### src/rtl/ascon_pack.sv
// Shared ASCON types: the 5x64 permutation state and its word count.
package ascon_pack;
    localparam int NB_STATE_WORDS = 5;

    typedef logic [NB_STATE_WORDS-1:0][63:0] type_state;
endpackage

### src/rtl/state_loader.sv
// Assembles five 64-bit words into a 320-bit ASCON state, then pulses the
// state register enable for one cycle so the register captures state_o.
module state_loader
    import ascon_pack::*;
#(
    parameter bit REVERSE_ORDER = 1'b0
) (
    input  logic        clock_i,
    input  logic        reset_i,
    input  logic        start_i,
    input  logic        abort_i,
    input  logic [63:0] data_i,
    input  logic        valid_i,
    output logic        ready_o,
    output type_state   state_o,
    output logic        en_reg_state_o,
    output logic        busy_o,
    output logic [2:0]  word_cnt_o
);
    typedef enum logic [1:0] {IDLE, LOAD, COMMIT} fsm_t;

    localparam logic [2:0] LAST_WORD = 3'(NB_STATE_WORDS - 1);

    fsm_t       fsm, fsm_next;
    logic [2:0] word_cnt, word_cnt_next;
    type_state  state_q;
    logic       hs;
    logic [2:0] wr_idx;

    // Abort wins over a word offered in the same cycle.
    assign ready_o = (fsm == LOAD) && !abort_i;
    assign hs      = valid_i && ready_o;
    assign wr_idx  = REVERSE_ORDER ? (LAST_WORD - word_cnt) : word_cnt;

    always_comb begin
        fsm_next       = fsm;
        word_cnt_next  = word_cnt;
        en_reg_state_o = 1'b0;
        busy_o         = 1'b0;
        case (fsm)
            IDLE: begin
                if (start_i && !abort_i) begin
                    fsm_next      = LOAD;
                    word_cnt_next = 3'd0;
                end
            end
            LOAD: begin
                busy_o = 1'b1;
                if (abort_i) begin
                    fsm_next      = IDLE;
                    word_cnt_next = 3'd0;
                end else if (hs) begin
                    word_cnt_next = word_cnt + 3'd1;
                    if (word_cnt == LAST_WORD)
                        fsm_next = COMMIT;
                end
            end
            COMMIT: begin
                busy_o         = 1'b1;
                en_reg_state_o = 1'b1;
                fsm_next       = IDLE;
            end
            default: fsm_next = IDLE;
        endcase
    end

    always_ff @(posedge clock_i or posedge reset_i) begin
        if (reset_i) begin
            fsm      <= IDLE;
            word_cnt <= 3'd0;
            state_q  <= '0;
        end else begin
            fsm      <= fsm_next;
            word_cnt <= word_cnt_next;
            if (hs)
                state_q[wr_idx] <= data_i;
        end
    end

    assign state_o    = state_q;
    assign word_cnt_o = word_cnt;
endmodule

### config.mk
export PLATFORM = sky130hd
export DESIGN_NAME = state_loader
export DESIGN_NICKNAME = d
export VERILOG_FILES = /design/src/rtl/ascon_pack.sv /design/src/rtl/state_loader.sv
export SDC_FILE = /design/constraint.sdc
export NUM_CORES = 1
export LEC_CHECK = 0
export CAP_MARGIN = 20
export CORE_MARGIN = 3
export CORE_UTILIZATION = 50
export CTS_CLUSTER_SIZE = 28
export DETAILED_ROUTE_END_ITERATION = 16
export PLACE_DENSITY = 0.86
export SYNTH_ARGS = -nofsm -noshare
export SYNTH_HDL_FRONTEND = slang
export SYNTH_SLANG_ARGS = --single-unit
export TNS_END_PERCENT = 30
### constraint.sdc
create_clock -name clock_i -period 16.8 [get_ports clock_i]
set_clock_uncertainty 0.2 [all_clocks]
set_input_delay 3.36 -clock clock_i [delete_from_list [all_inputs] [get_ports clock_i]]
set_output_delay 3.36 -clock clock_i [all_outputs]
set_load 0.005 [all_outputs]
==> results.yml <==
routing:
  wire_per_inst_um: 22.1
  drt-total-wl_um: 32400
  firstDrtPassIters: 4
  vias: 7603
  via_per_inst: 5.19
  route.detailed.drc: 0
  ant_nets: 0
  first_iter_violations: 366
layout:
  drive_above_1_share_pct: 32.9
  diodes: 0
  nets: 1198
  area_growth_syn_to_layout_pct: 44.3
  layout_commonest_cell: "clkdlybuf4s50_1"
  finalInstanceArea_mm2: 0.0176
  final_cell_mix: "clkdlybuf4s50_1, dfrtp_1, mux2_2, clkbuf_16"
floorplanning:
  die-area_mm2: 0.0264
  start_util_pct: 51.5
  io_pins: 395
  die_h_um: 162
  chipWidth_um: 162
  row_count: 56
  core_area_mm2: 0.0238
logic_synthesis:
  ys.flop_type: "dfrtp_1"
  async_flop_share_pct: 100
  syn-num-nets: 792
  ys_seq_area_share_pct: 66.5
  syn_area_mm2: 0.0122
  yosys.cell_types.count: 27
  yosys_register_bits: 325
  syn_inst: 717
  synth_edf_count: 0
  avgSynthCellArea_um2: 17.0
  ys_warn_count: 0
worst_setup_path:
  cp_data_arrival_time_ns: 4.74
  cp_max_fo: 5
  critPathKind: "in -> out"
  required_ns: 13.24
  end_kind: "output port"
  worstSetupStartpointType: "primary input"
outcome:
  status: "finished clean"
grt:
  grt_pass1_vias: 8413
  antenna_found_initial: 0
  grt.total_usage_pct: 24.3
  grt_overflow: 0
  grt_start_max_net_pins: 110
  grt_pass1_wl_um: 49600
clock_tree:
  hold_buffers: 0
  cts-buffers-inserted: 35
  root_buffer: "clkbuf_16"
  cts_resized: 0
  clk_pin_slew_worst_paths_ns: 0.05
  clock-sinks: 325
  htreeDepth: 2
  cts_setup_buffers: 0
  clk_latency_ns: 0.49
  cts_tree: "yes"
  clk_path_buf_depth: 3
sta:
  slew_headroom_pct: 26.5
  period_share_pct: 49.4
  setup_violations: 0
  final.setup.tns_ns: 0
  hold_viol_final: 0
  fmax_ghz: 0.121
  slew_viol_final: 0
  rsz0062_at_grt: "no"
  worstMarginPinSlew_ns: 1.10
  post-route-min-period_ns: 8.30
power_and_ir_drop:
  power.density_mw_per_mm2: 175
  power.total_w: 0.00308
  leakagePower_nw: 8.12
  ir_drop_mv: 0.120
placement:
  io_buffer_count: 394
  place_area_mm2: 0.0165
  gp_congestion: 0.781
  hpwlAfterDp_um: 21600
run:
  drv_cap: 0
worst_hold_path:
  min_path_type: "reg -> reg"
-- synthesized netlist by cell type, types with 2 or more instances --
cell type	count	area (um^2)
nor2_1	4	15.0
ha_1	6	75.1
a21oi_1	3	15.0
mux2_1	10	113
dfrtp_1	325	8130
nand3_2	2	20.0
o21ai_0	2	10.0
inv_1	6	22.5
mux2_2	310	3490
buf_2	19	95.1
nand2_1	3	11.3
buf_4	12	90.1
-- cells by family after synthesis --
family | Yosys count | synth area share [%]
compound gates | 9 | 0.471
fa+ha+maj | 6 | 0.614
mux | 321 | 29.6
buf+inv | 37 | 1.70
simple gates | 19 | 1.11
flops | 325 | 66.5
-- critical path, cell delays in order --
cell and delay, ns:
clkdlybuf4s50_1 0.43, nand2b_4 0.18, inv_1 0.18, clkdlybuf4s50_1 0.59
-- flip-flops by register name, summed over array words and instances, names as in the netlist --
signal,flops
word_cnt_o,3
state_o,320
fsm,2
-- final cells by class --
class / count / area, um^2
well taps: 319 / 399
inverters: 6 / 30.0
multi-input cells: 355 / 3920
flip-flops and latches: 325 / 8130
clock inverters: 4 / 70.1
repair buffers: 400 / 3990
clock buffers: 56 / 1100
fillers: 1377 / 6120
-- per-layer routing --
layer	wire [um]	track usage, %	share of wire [%]	vias up
met1	12000	27.7	37	3870
met3	3180	9.46	9.8	64
li1	-	-	-	3359
met5	0	0	0	-
met4	1060	7.79	3.3	0
met2	16200	42.1	50	310
-- final timing paths --
path	startpoint	end	slack [ns]	cells past startpoint
setup / recovery	abort_i	ready_o	8.50	4
hold / removal	state_o[133]	state_o[133]	0.29	1
setup reg to reg	fsm[1]	state_o[232]	13.77	6
hold reg to reg	state_o[133]	state_o[133]	0.29	1
max in group asynchronous	reset_i	state_o[191]	10.98	4
min in group asynchronous	reset_i	state_o[159]	3.20	2
-- stage by stage --
stage | setup slack, ns | hold slack, ns | utilization (%) | instances
floorplan | 4.24 | 0.289 | - | 717
finish | 8.50 | 0.289 | 74.2 | 1465
global placement | 8.55 | 0.273 | 69.3 | 1405
CTS | 8.50 | 0.293 | 74.2 | 1465
detailed placement | 8.55 | 0.280 | 69.3 | 1405
global route | 8.47 | 0.313 | 74.2 | 1465
-- power by group --
| part | total (W) | internal, W | switching [W] | leakage (nW) |
|---|---|---|---|---|
| logic | 0.00108 | 0.000727 | 0.000349 | 3.29 |
| registers | 0.00123 | 0.00108 | 0.000157 | 4.26 |
| clock network | 0.000769 | 0.000476 | 0.000293 | 0.575 |
| total | 0.00308 | 0.00228 | 0.000799 | 8.12 |
Power figures use the tool's default switching activity.
